### src/rtl/aurora_bus_if.sv
// ============================================================================
//  Module   : aurora_bus_if
//  Purpose  : Aurora FPGA local bus signal bundle (requests, grants, stb/we
//             and slave handshake) shared by the arbiter and the bus side.
//  Revision : 1.0 - initial release
// ============================================================================
`default_nettype none

interface aurora_bus_if;
    logic req_w_1;
    logic req_w_2;
    logic req_r_1;
    logic req_r_2;
    logic gnt_w_1;
    logic gnt_w_2;
    logic gnt_r_1;
    logic gnt_r_2;
    logic stb;
    logic we;
    logic ack;
    logic m_rdy;
    logic s_rdy;
    logic abort;

    modport master (
        input  req_w_1, req_w_2, req_r_1, req_r_2,
        input  ack, m_rdy, s_rdy, abort,
        output gnt_w_1, gnt_w_2, gnt_r_1, gnt_r_2,
        output stb, we
    );

    modport slave (
        output req_w_1, req_w_2, req_r_1, req_r_2,
        output ack, m_rdy, s_rdy, abort,
        input  gnt_w_1, gnt_w_2, gnt_r_1, gnt_r_2,
        input  stb, we
    );
endinterface

`default_nettype wire

### src/rtl/aurora_bus_arbiter.sv
// ============================================================================
//  Module   : aurora_bus_arbiter
//  Purpose  : Round-robin arbiter and burst sequencer for the Aurora local bus
//             (two write and two read requesters, beat/timeout counting).
//  Revision : 1.0 - initial release
// ============================================================================
`default_nettype none

module aurora_bus_arbiter #(
    parameter int BURST_LEN = 16,
    parameter int CNT_W     = 16,
    parameter int TIMEOUT   = 1024
) (
    input  wire              clk,
    input  wire              rst_n,
    aurora_bus_if.master     bus,
    output logic             beat,
    output logic [CNT_W-1:0] beat_cnt,
    output logic             busy,
    output logic             done_p,
    output logic             abort_p,
    output logic             timeout_p
);

    typedef enum logic [1:0] {
        S_IDLE = 2'd0,
        S_ARB  = 2'd1,
        S_XFER = 2'd2,
        S_DONE = 2'd3
    } state_t;

    localparam logic [CNT_W-1:0] C_BURST   = CNT_W'(BURST_LEN);
    localparam logic [CNT_W-1:0] C_TO_LAST = CNT_W'(TIMEOUT - 1);
    localparam bit               C_TO_EN   = (TIMEOUT != 0);

    state_t           r_state;
    state_t           w_state_nxt;
    logic [1:0]       r_sel;
    logic [1:0]       w_sel_nxt;
    logic [1:0]       r_ptr;
    logic [1:0]       w_ptr_nxt;
    logic [1:0]       w_win;
    logic [3:0]       w_req;
    logic             w_grant_en;
    logic             w_beat_raw;
    logic [CNT_W-1:0] r_beat_cnt;
    logic [CNT_W-1:0] w_beat_cnt_nxt;
    logic [CNT_W-1:0] w_cnt_inc;
    logic [CNT_W-1:0] r_to_cnt;
    logic [CNT_W-1:0] w_to_cnt_nxt;
    logic [CNT_W-1:0] w_to_inc;

    // Requester index: 0=w1, 1=w2, 2=r1, 3=r2; bit 1 set means a read.
    assign w_req = {bus.req_r_2, bus.req_r_1, bus.req_w_2, bus.req_w_1};

    // Scan from r_ptr upward; the lowest offset with a request wins.
    always_comb begin
        w_win = r_ptr;
        for (int i = 3; i >= 0; i--) begin
            if (w_req[r_ptr + 2'(i)]) begin
                w_win = r_ptr + 2'(i);
            end
        end
    end

    assign w_cnt_inc  = (r_beat_cnt == '1) ? r_beat_cnt : r_beat_cnt + CNT_W'(1);
    assign w_to_inc   = (r_to_cnt == '1) ? r_to_cnt : r_to_cnt + CNT_W'(1);
    assign w_beat_raw = r_sel[1] ? bus.s_rdy : (bus.m_rdy & bus.ack);

    always_ff @(posedge clk or negedge rst_n) begin
        if (!rst_n) begin
            r_state <= S_IDLE;
        end else begin
            r_state <= w_state_nxt;
        end
    end

    always_ff @(posedge clk or negedge rst_n) begin
        if (!rst_n) begin
            r_sel      <= 2'd0;
            r_ptr      <= 2'd0;
            r_beat_cnt <= '0;
            r_to_cnt   <= '0;
        end else begin
            r_sel      <= w_sel_nxt;
            r_ptr      <= w_ptr_nxt;
            r_beat_cnt <= w_beat_cnt_nxt;
            r_to_cnt   <= w_to_cnt_nxt;
        end
    end

    always_comb begin
        w_state_nxt    = r_state;
        w_sel_nxt      = r_sel;
        w_ptr_nxt      = r_ptr;
        w_beat_cnt_nxt = r_beat_cnt;
        w_to_cnt_nxt   = r_to_cnt;
        beat           = 1'b0;
        done_p         = 1'b0;
        abort_p        = 1'b0;
        timeout_p      = 1'b0;
        case (r_state)
            S_IDLE: begin
                if (|w_req) begin
                    w_sel_nxt   = w_win;
                    w_state_nxt = S_ARB;
                end
            end
            S_ARB: begin
                w_beat_cnt_nxt = '0;
                w_to_cnt_nxt   = '0;
                w_state_nxt    = S_XFER;
            end
            S_XFER: begin
                beat = w_beat_raw;
                if (w_beat_raw) begin
                    w_beat_cnt_nxt = w_cnt_inc;
                    w_to_cnt_nxt   = '0;
                end else begin
                    w_to_cnt_nxt   = w_to_inc;
                end
                // Every exit moves the pointer past the served requester.
                if (bus.abort) begin
                    abort_p     = 1'b1;
                    w_ptr_nxt   = r_sel + 2'd1;
                    w_state_nxt = S_IDLE;
                end else if (w_beat_raw && (w_cnt_inc == C_BURST)) begin
                    done_p      = 1'b1;
                    w_ptr_nxt   = r_sel + 2'd1;
                    w_state_nxt = S_DONE;
                end else if (!w_req[r_sel]) begin
                    done_p      = 1'b1;
                    w_ptr_nxt   = r_sel + 2'd1;
                    w_state_nxt = S_DONE;
                end else if (C_TO_EN && !w_beat_raw && (r_to_cnt == C_TO_LAST)) begin
                    timeout_p   = 1'b1;
                    w_ptr_nxt   = r_sel + 2'd1;
                    w_state_nxt = S_DONE;
                end
            end
            S_DONE: begin
                w_state_nxt = S_IDLE;
            end
            default: begin
                w_state_nxt = S_IDLE;
            end
        endcase
    end

    assign w_grant_en  = (r_state == S_ARB) || (r_state == S_XFER);
    assign bus.gnt_w_1 = w_grant_en && (r_sel == 2'd0);
    assign bus.gnt_w_2 = w_grant_en && (r_sel == 2'd1);
    assign bus.gnt_r_1 = w_grant_en && (r_sel == 2'd2);
    assign bus.gnt_r_2 = w_grant_en && (r_sel == 2'd3);
    assign bus.stb     = (r_state == S_XFER);
    assign bus.we      = w_grant_en && !r_sel[1];
    assign busy        = (r_state != S_IDLE);
    assign beat_cnt    = r_beat_cnt;

endmodule

`default_nettype wire
### src/flat_wrapper.sv
// flat-port wrapper written by rule: the top's interface ports become plain ports
module aurora_bus_arbiter_flat 
#(
    parameter int BURST_LEN = 16,
    parameter int CNT_W     = 16,
    parameter int TIMEOUT   = 1024
)
  (clk, rst_n, beat, beat_cnt, busy, done_p, abort_p, timeout_p, bus_req_w_1, bus_req_w_2, bus_req_r_1, bus_req_r_2, bus_ack, bus_m_rdy, bus_s_rdy, bus_abort, bus_gnt_w_1, bus_gnt_w_2, bus_gnt_r_1, bus_gnt_r_2, bus_stb, bus_we);
  aurora_bus_if bus_i ();
  input  wire clk;
  input  wire rst_n;
  output logic beat;
  output logic [CNT_W-1:0] beat_cnt;
  output logic busy;
  output logic done_p;
  output logic abort_p;
  output logic timeout_p;
  input wire logic [$bits(bus_i.req_w_1)-1:0] bus_req_w_1;
  input wire logic [$bits(bus_i.req_w_2)-1:0] bus_req_w_2;
  input wire logic [$bits(bus_i.req_r_1)-1:0] bus_req_r_1;
  input wire logic [$bits(bus_i.req_r_2)-1:0] bus_req_r_2;
  input wire logic [$bits(bus_i.ack)-1:0] bus_ack;
  input wire logic [$bits(bus_i.m_rdy)-1:0] bus_m_rdy;
  input wire logic [$bits(bus_i.s_rdy)-1:0] bus_s_rdy;
  input wire logic [$bits(bus_i.abort)-1:0] bus_abort;
  output wire logic [$bits(bus_i.gnt_w_1)-1:0] bus_gnt_w_1;
  output wire logic [$bits(bus_i.gnt_w_2)-1:0] bus_gnt_w_2;
  output wire logic [$bits(bus_i.gnt_r_1)-1:0] bus_gnt_r_1;
  output wire logic [$bits(bus_i.gnt_r_2)-1:0] bus_gnt_r_2;
  output wire logic [$bits(bus_i.stb)-1:0] bus_stb;
  output wire logic [$bits(bus_i.we)-1:0] bus_we;
  assign bus_i.req_w_1 = bus_req_w_1;
  assign bus_i.req_w_2 = bus_req_w_2;
  assign bus_i.req_r_1 = bus_req_r_1;
  assign bus_i.req_r_2 = bus_req_r_2;
  assign bus_i.ack = bus_ack;
  assign bus_i.m_rdy = bus_m_rdy;
  assign bus_i.s_rdy = bus_s_rdy;
  assign bus_i.abort = bus_abort;
  assign bus_gnt_w_1 = bus_i.gnt_w_1;
  assign bus_gnt_w_2 = bus_i.gnt_w_2;
  assign bus_gnt_r_1 = bus_i.gnt_r_1;
  assign bus_gnt_r_2 = bus_i.gnt_r_2;
  assign bus_stb = bus_i.stb;
  assign bus_we = bus_i.we;
  aurora_bus_arbiter #(.BURST_LEN(BURST_LEN), .CNT_W(CNT_W), .TIMEOUT(TIMEOUT)) u_core (.clk(clk), .rst_n(rst_n), .bus(bus_i), .beat(beat), .beat_cnt(beat_cnt), .busy(busy), .done_p(done_p), .abort_p(abort_p), .timeout_p(timeout_p));
endmodule
### config.mk
export PLATFORM = sky130hd
export DESIGN_NAME = aurora_bus_arbiter_flat
export DESIGN_NICKNAME = d
export VERILOG_FILES = /design/src/rtl/aurora_bus_if.sv /design/src/rtl/aurora_bus_arbiter.sv /design/src/flat_wrapper.sv
export SDC_FILE = /design/constraint.sdc
export NUM_CORES = 1
export LEC_CHECK = 0
export BUFFER_PORTS_ARGS = -buffer_cell sky130_fd_sc_hd__buf_4
export CORE_AREA = 2 2 70 121
export DETAILED_ROUTE_END_ITERATION = 16
export DIE_AREA = 0 0 72 123
export PLACE_DENSITY = 0.63
export SYNTH_ARGS = -nofsm -noshare
export SYNTH_HDL_FRONTEND = slang
export SYNTH_SLANG_ARGS = --single-unit
### constraint.sdc
create_clock -name clk -period 5.1 [get_ports clk]
set_clock_uncertainty 0.1 [all_clocks]
set_input_delay 0.51 -clock clk [delete_from_list [all_inputs] [get_ports clk]]
set_output_delay 0.51 -clock clk [all_outputs]
set_load 0.01 [all_outputs]
==> Yosys cells after proc, flatten, opt, wreduce, memory -nomap -nowiden <==
Cells that the tools add are included.
{ "word_totals": {"regBits": 38, "in_bits": 10, "output_inout_bits": 27, "wordCells": 95} }
{ "classes": {"n_addsub": 6, "magnitude_cmp": 5, "n_eq_ne": 15, "muxes": 43, "bitwise_logic": 1, "n_reduce_logical": 20} }
{ "op_table": {"columns": ["cell", "n"], "rows": [
  ["two-way mux 16 bit", 4],
  ["one-hot mux 16 bit (2 select lines)", 2],
  ["adder 16 x 1 -> 16 bit (second input constant)", 2],
  ["equality test 16 bit (second input constant)", 2],
  ["two-way mux 2 bit", 13],
  ["two-way mux 1 bit", 18],
  ["equality test 16 x 10 -> 1 bit (second input constant)", 1],
  ["equality test 16 x 5 -> 1 bit (second input constant)", 1],
  ["< comparator 2 x 3 -> 1 bit (second input constant)", 5],
  ["binary-select mux 1 bit (select 2 bit)", 5],
  ["AND reduction 2 bit", 5],
  ["equality test 2 bit (second input constant)", 4],
  ["one-hot mux 2 bit (4 select lines)", 1],
  ["logical AND 1 bit", 7],
  ["!= test 5 x 4 -> 1 bit (second input constant)", 1],
  ["adder 2 x 1 -> 2 bit (second input constant)", 2],
  ["adder 2 bit (second input constant)", 2],
  ["equality test 2 x 1 -> 1 bit (second input constant)", 2],
  ["logical NOT 2 bit", 2],
  ["!= test 2 x 1 -> 1 bit (second input constant)", 2],
  ["!= test 4 x 3 -> 1 bit (second input constant)", 1],
  ["nonzero test 2 bit", 2],
  ["OR reduction 4 bit", 1],
  ["!= test 3 x 2 -> 1 bit (second input constant)", 1],
  ["other kinds (3)", 4]
]} }

==> Logic depth before layout (Yosys ltp) <==
Gate-level depths: netlist of run 1.
{ "depth": {"depth_word": 9, "depth_mapped": 9, "depth_no_buf": 7} }

==> Worst setup path before layout of run 1 <==
OpenSTA, ideal clock, no wires.
{ "synth_timing": {"kind": "reg-to-output", "startpoint": "reg u_core.r_beat_cnt[0], in the netlist u_core.beat_cnt[0]", "endpoint": "out done_p", "t_arrival_ps": 2208, "path_slack_ps": 2282, "stages_incl_launch_ff": 10, "n_path_buf": 2, "cell_sequence": "dfrtp_1 > ha_1 > and3_2 > buf_2 > o211ai_1 > a2111oi_0 > and4_1 > buf_6 > nand3_1 > a21boi_1"} }
{ "synth_between": {"elab_chain_len": 7, "elab_cells_between_ends": 8} }
{ "synth_lines": {"columns": ["element", "line_no", "source"], "rows": [
  ["start, declared", "aurora_bus_arbiter.sv:46", "logic [CNT_W-1:0] r_beat_cnt;"],
  ["start signal, assigned", "aurora_bus_arbiter.sv:87", "r_beat_cnt <= w_beat_cnt_nxt;"],
  ["adder 16 x 1 -> 16 bit / equality test 16 bit (equally long branches)", "aurora_bus_arbiter.sv:66", "assign w_cnt_inc = (r_beat_cnt == '1) ? r_beat_cnt : r_beat_cnt + CNT_W'(1);"],
  ["two-way mux 16 bit *", "aurora_bus_arbiter.sv:66", null],
  ["equality test 16 x 5 -> 1 bit *", "aurora_bus_arbiter.sv:127", "end else if (w_beat_raw && (w_cnt_inc == C_BURST)) begin"],
  ["logical AND 1 bit *", "aurora_bus_arbiter.sv:127", null],
  ["two-way mux 1 bit *", "aurora_bus_arbiter.sv:127", null],
  ["two-way mux 1 bit *", "aurora_bus_arbiter.sv:123", "if (bus.abort) begin"],
  ["two-way mux 1 bit *", "aurora_bus_arbiter.sv:102", "case (r_state)"],
  ["end, declared", "flat_wrapper.sv:15", "output logic done_p;"]
]} }
Every way passes the cells marked *; elsewhere a longest branch is shown, timed or not.

==> Final worst setup path of run 1 <==
Same ends and word-level chain as after synthesis.

==> results of run 1 <==
-- Yosys cell counts (7+ instances only) --
cell type and count:
o21ai_0 39, dfrtp_1 38, nand2_1 33, a21oi_1 24, nor2_1 21, inv_1 18, nand3_1 15, a31oi_1 9
and2_1 9, ha_1 9, o22ai_1 8, buf_2 7
-- layout make-up --
class                   instances  share of cell area (%)
flip-flops and latches         38                    30.2
clock buffers                   5                    3.98
well taps                      90                    3.58
clock inverters                 2                   0.318
inverters                      19                    2.27
multi-input cells             256                    50.8
repair buffers                 37                    8.83
-- worst min path at each step --
stage                       start                  end  depth (start not counted)
2_1_floorplan               rst_n   u_core.beat_cnt[0]                          0
3_3_place_gp   u_core.r_to_cnt[3]   u_core.r_to_cnt[3]                          1
3_5_place_dp   u_core.r_to_cnt[3]   u_core.r_to_cnt[3]                          1
4_1_cts                     rst_n   u_core.beat_cnt[4]                          1
5_1_grt                     rst_n  u_core.beat_cnt[14]                          1
6_report                    rst_n      u_core.r_sel[0]                          1
-- kinds of logic after synthesis --
family / count (synthesis) / synth area share (%)
compound gates: 108 / 24.8
mux: 7 / 3.12
xor+xnor: 3 / 0.977
fa+ha+maj: 9 / 4.19
simple gates: 129 / 26.4
buf+inv: 33 / 5.21
flops: 38 / 35.3
-- cells in the final DEF, fill, tap and decap left out, types with 2 or more instances in the layout --
cell type  Yosys  routed
a21oi_1       24      24
a31o_2         2       2
a31oi_1        9       9
and2_1         9       9
and3_1         4       4
and4_1         6       6
buf_4          0      37
clkbuf_16      0       5
clkinv_2       0       2
dfrtp_1       38      38
ha_1           9       9
inv_1         18      18
mux2i_1        5       5
nand2_1       33      33
nand2b_1       4       4
nand3_1       15      15
nand4_1        6       6
nand4_2        3       3
nor2_1        21      21
nor2b_1        5       5
nor3_1         6       6
nor4_1         6       6
o211ai_1       2       2
o21ai_0       39      39
o22ai_1        8       8
o31ai_1        6       6
or2_2          3       3
xnor2_1        3       3
-- report_power, final --
part           internal (mW)  leakage, nW  switching, mW
Combinational          0.195        0.767          0.315
Sequential             0.335        0.519         0.0443
Clock                  0.176       0.0694          0.119
-- flip-flops by register name, indices dropped and copies added (netlist names) --
signal / cells
u_core.beat_cnt: 16
u_core.r_to_cnt: 16
u_core.r_ptr: 2
u_core.r_sel: 2
u_core.r_state: 2
-- worst max-delay path: cells and delay by family (launching register included) --
kind	cells	cell delay, ns
AO/OA/AOI/OAI	3	0.72
buffers and inverters	1	0.14
AND/OR/NAND/NOR	3	0.79
adder cells (fa/ha/maj)	1	0.35
flip-flops	1	0.48
-- per-stage QoR --
| step | cell area (um2) | worst slack, ns |
|---|---|---|
| 5_1_grt | 3150 | 1.49 |
| 4_1_cts | 3150 | 1.71 |
| 6_report | 3150 | 1.74 |
| 3_3_place_gp | 3010 | 2.11 |
| 2_1_floorplan | 2690 | 2.28 |
| 3_5_place_dp | 3010 | 2.02 |
-- metal layers --
| layer | vias to the layer above | wire length [um] | global-route usage [%] |
|---|---|---|---|
| met4 | 0 | 250 | 9.67 |
| met3 | 18 | 316 | 3.02 |
| met5 | - | 0 | 0 |
| met1 | 1256 | 2860 | 19.2 |
| met2 | 75 | 3680 | 30.8 |
| li1 | 1267 | - | - |
==> summary.md, run 1 <==
| Metric | Value |
|---|---|
| Status | `complete, no violations` |
| Overall die area | `8860 um2` |
| Die width | `72 um` |
| Fin. Hold Viols | `0` |
| Hold Path Class | `input port to async pin` |
| Placed wire-length estimate | `approximately 5.2 mm` |
| Port bufs | `36` |
| Area delta synth->final | `17.0%` |
| Drt first pass iters | `5` |
| Area leader, netlist | `dfrtp_1` |
| Unique masters post-synth | `57` |
| Register Area | `951 um2` |
| CTS sink cnt | `38` |
| Post-Route WL | `approximately 7.1 mm` |
| CP Launch Type | `register` |
| Synth warn | `0` |
| H-tree levels | `2` |
| GRT Util Overall | `roughly 17%` |
| Hold slack final | `0.0950 ns` |
| Core ar. | `7910 um2` |
| Clock root buffer | `clkbuf_16` |
| Slowest CP cell | `dfrtp_1` |
| Post-CTS sizing | `0` |
| Row cnt | `43` |
| DR vias/cell | `5.85` |
| Cell area after synthesis | `2690 um2` |
| Post-synthesis net count | `346` |
| GP Congestion | `0.895` |
| Longest Clk Path Bufs | `2` |
| Final setup vio count | `0` |
| Initial DRC Count | `between 150 and 200` |
| Worst reg-to-reg path cell count | `8` |
| R2R Setup Slk | `2.11 ns` |
| Synth area leaders | `dfrtp_1 (35%), o21ai_0 (7.3%), nand2_1 (4.6%)` |
| Required @ worst endpoint | `4.49 ns` |
| Drt wl/cell | `15.9 um` |
| Async SR Flop Fraction | `100%` |
| Vias in the first global route | `2537` |
| Number of remaining DRC errors | `0` |
| Fin cells | `~450` |
| RSZ-0062 raised after global routing | `no` |
| Clock-pin slew on the worst setup and hold paths | `0.05 ns` |
| Fillers | `~800` |
| TritonCTS clock tree | `yes` |
| Global-route wire length before repair | `12.1 mm` |
| Highest Clock Rate | `298 MHz` |
| Gr ovfl total | `0` |
| Post-synth EDFFs | `0` |
| End of the critical path | `done_p` |
| Multi-input gate area | `1600 um2` |
| Power per Cell Area | `376 nW/um2` |
| Initial Util | `between 30 and 40%` |
| Post-Route Utilization | `about two fifths` |
| Io pins | `37` |
| Die height | `123 um` |
| Kind of critical path | `register to output port` |
| Top-area cell type share of the netlist area | `between 30 and 40%` |
| R2r endpoint | `u_core.r_to_cnt[10]` |
| Setup TNS | `0 ns` |
| Syn Area/Cell | `8.23 um2` |
| Seq/Total Area, Yosys | `between 30% and 40%` |
| Vias | `approximately 2.6k` |
| Clock Latency Late Sink | `between 0.2 and 0.3 ns` |
| VDD IR max | `0.150 mV` |
| Share of layout cells above drive strength 1 | `16.8%` |
| Ant. Diodes | `0` |
| Most used DFF post-synth | `dfrtp_1` |
| Pleak | `1.35 nW` |
| Inserted Clock Buffers | `5` |
| CP Capture Type | `output port` |
| Hold_buf cts | `0` |
| Antenna violations before repair | `0` |
| Critical R2R Launch | `u_core.r_state[0]` |
| CP max FO | `8` |
| Worst Setup SP | `u_core.beat_cnt[0]` |
| Worst path cell trace | `ha_1 -> and3_2 -> o211ai_1 -> a2111oi_0 -> and4_1 -> nand3_1 -> a21boi_1 -> buf_4` |
| Postcts setup bufs | `0` |
| Largest net degree at the start of global routing | `39` |
| Cells after synthesis | `327` |
| Placed cell count | `between 400 and 500` |
| Flops & latches, synth | `38` |
| Rel. slew slack | `29.6%` |
| # nets final | `376` |
| Slew of the pin with the lowest slew margin | `1.05 ns` |
| Final Critical Period | `3.36 ns` |
| Crit path DAT | `2.75 ns` |
| Period utilisation layout | `between 60 and 70%` |
| Max_cap viols | `0` |
| Pins over their slew limit | `0` |
| Critical path's largest stage delay | `roughly 0.48 ns` |
| ANT nets after route | `0` |
| Power Total | `1.18 mW` |
No activity file was read; power rests on OpenSTA's default activity.
==> run 2, diff against run 1 <==
==> constraint.sdc (replaced) <==
create_clock -name clk -period 3.1 [get_ports clk]
set_clock_uncertainty 0.1 [all_clocks]
set_input_delay 0.31 -clock clk [delete_from_list [all_inputs] [get_ports clk]]
set_output_delay 0.31 -clock clk [all_outputs]
set_load 0.01 [all_outputs]
==> summary.md, run 2 (synthesis gave the netlist of run 1 again) <==
| Metric | Value |
|---|---|
| H-tree levels | `2 (unchanged)` |
| Most frequent cells in the layout | `buf_4 (43), o21ai_0 (39), dfrtp_1 (36)` |
| Power Total | `2.20 mW (+86%)` |
| Share of layout cells above drive strength 1 | `20.0% (+3.2 points)` |
| Drt first pass iters | `4 (-1)` |
| GRT Util Overall | `17.5% (+0.19 points)` |
| Hold slack final | `0.262 ns (+0.168 ns)` |
| Fin. Hold Viols | `0 (unchanged)` |
| Max_cap viols | `0 (unchanged)` |
| CP max FO | `8 (unchanged)` |
| Final Critical Period | `3.00 ns` |
| # nets final | `383 (+1.9%)` |
| Drt wl/cell | `15.9 um (+0.11%)` |
| Largest net degree at the start of global routing | `39 (unchanged)` |
| Register Area | `953 um2 (+0.26%)` |
| Die width | `72 um (unchanged)` |
| Pleak | `1.43 nW (+5.4%)` |
| Gr ovfl total | `0 (unchanged)` |
| Row cnt | `43 (unchanged)` |
| Final setup vio count | `0 (unchanged)` |
| Crit path DAT | `2.59 ns (-0.16 ns)` |
| Commonest non-fill, non-tap cell in the layout | `buf_4` |
| Pins over their slew limit | `0 (unchanged)` |
| Placed wire-length estimate | `5.31 mm (+1.3%)` |
| Antenna violations before repair | `0 (unchanged)` |
| GP Congestion | `0.886 (-1.0%)` |
| DR vias/cell | `5.80 (-0.93%)` |
| Kind of critical path | `register to output port` |
| Multi-input gate area | `1630 um2 (+2.0%)` |
| Required @ worst endpoint | `2.69 ns (-1.80 ns)` |
| Initial DRC Count | `172 (-3.9%)` |
| Hold Path Class | `input port to register` |
| Period utilisation layout | `a little over nine tenths` |
| Vias in the first global route | `2580 (+1.7%)` |
| Global-route wire length before repair | `12.2 mm (+0.45%)` |
| ANT nets after route | `0 (unchanged)` |
| CP Capture Type | `output port` |
| CTS sink cnt | `38 (unchanged)` |
| Overall die area | `8860 um2 (unchanged)` |
| Rel. slew slack | `43.7% (+14 points)` |
| Power per Cell Area | `668 nW/um2 (+78%)` |
| Highest Clock Rate | `~330 MHz` |
| Status | `complete, no violations` |
| Number of remaining DRC errors | `0 (unchanged)` |
| Worst reg-to-reg path cell count | `7 (-1)` |
| TritonCTS clock tree | `yes` |
| Post-Route WL | `7.25 mm (+1.9%)` |
| Clock-pin slew on the worst setup and hold paths | `0.06 ns (about the same)` |
| CP Launch Type | `register` |
| Port bufs | `36 (unchanged)` |
| Postcts setup bufs | `0 (unchanged)` |
| Initial Util | `34.0% (unchanged)` |
| Slew of the pin with the lowest slew margin | `0.839 ns (-0.211 ns)` |
| Fillers | `800 (-2.4%)` |
| Longest Clk Path Bufs | `2 (unchanged)` |
| Io pins | `37 (unchanged)` |
| Cell count of the worst hold path | `4` |
| Clock root buffer | `clkbuf_16` |
| Inserted Clock Buffers | `5 (unchanged)` |
| Vias | `2638 (+0.84%)` |
| Die height | `123 um (unchanged)` |
| Clock Latency Late Sink | `0.29 ns (about the same)` |
| Ant. Diodes | `0 (unchanged)` |
| VDD IR max | `0.257 mV (+71%)` |
| Setup TNS | `0 ns (unchanged)` |
| Core ar. | `7910 um2 (unchanged)` |
| Area delta synth->final | `22.7%` |
| RSZ-0062 raised after global routing | `no` |
==> run 2: changes by cell type in the layout (fill, tap and decap cells not counted), sizes merged <==
cell	change
clkbuf	+1
bufinv	+2
dlygate4sd3	+1
clkinv	-2
buf	+6
==> run 2: cell type report <==
class	instances	area share, %
Clock inverter	2	1.82
Multi-Input combinational cell	256	49.4
Sequential cell	38	28.9
Timing Repair Buffer	44	10.1
Clock buffer	6	4.21
Inverter	19	2.16
Tap cell	90	3.41
==> run 2: metrics by stage <==
step / worst slack (ns) / utilization, % / cell area, um2 / cells
global route: 0.00513 / 41.7 / 3300 / 455
floorplan: 0.482 / - / 2690 / 327
CTS: 0.0220 / 41.3 / 3270 / 455
detailed placement: 0.263 / 38.6 / 3060 / 446
global placement: 0.354 / 38.6 / 3060 / 446
finish: 0.0982 / 41.7 / 3300 / 455
==> run 2: path summary, 6_finish.rpt <==
check                                   start            endpoint  slack, ns
setup / recovery           u_core.beat_cnt[0]              done_p        0.1
hold / removal                      bus_abort   u_core.r_state[0]       0.26
setup reg to reg           u_core.beat_cnt[0]     u_core.r_ptr[1]       0.72
hold reg to reg            u_core.r_to_cnt[3]  u_core.r_to_cnt[3]       0.40
max in group asynchronous               rst_n  u_core.beat_cnt[1]       2.09
min in group asynchronous               rst_n     u_core.r_sel[1]       0.45
==> run 2: what timing repair did <==
action | in CTS | in global routing
endpoints found under the hold margin | 38 | 0
hold buffers | 1 | 0
resized for setup | 1 | 7
endpoints found under the setup margin | 1 | 1
==> run 2: power breakdown <==
part	leakage, nW	switching (mW)	total [mW]	internal [mW]
combinational	0.815	0.537	0.893	0.356
sequential	0.516	0.0678	0.620	0.552
clock	0.0971	0.208	0.691	0.483
total	1.43	0.813	2.20	1.39
==> run 2: critical path: stages, from the launching register on <==
cell	delay [ns]
dfrtp_2	0.46
ha_4	0.21
and3_2	0.26
a311oi_1	0.12
a2111oi_0	0.45
and4_2	0.36
nand3_1	0.10
a21boi_1	0.19
buf_4	0.14
==> run 2: routing by layer <==
metal  up-vias  share of wire [%]  track usage [%]
li1       1280                  -                -
met1      1286                 40             19.0
met2        58                 53             31.4
met3        14                4.0             3.59
met4         0                2.5             9.20
met5         -                  0                0
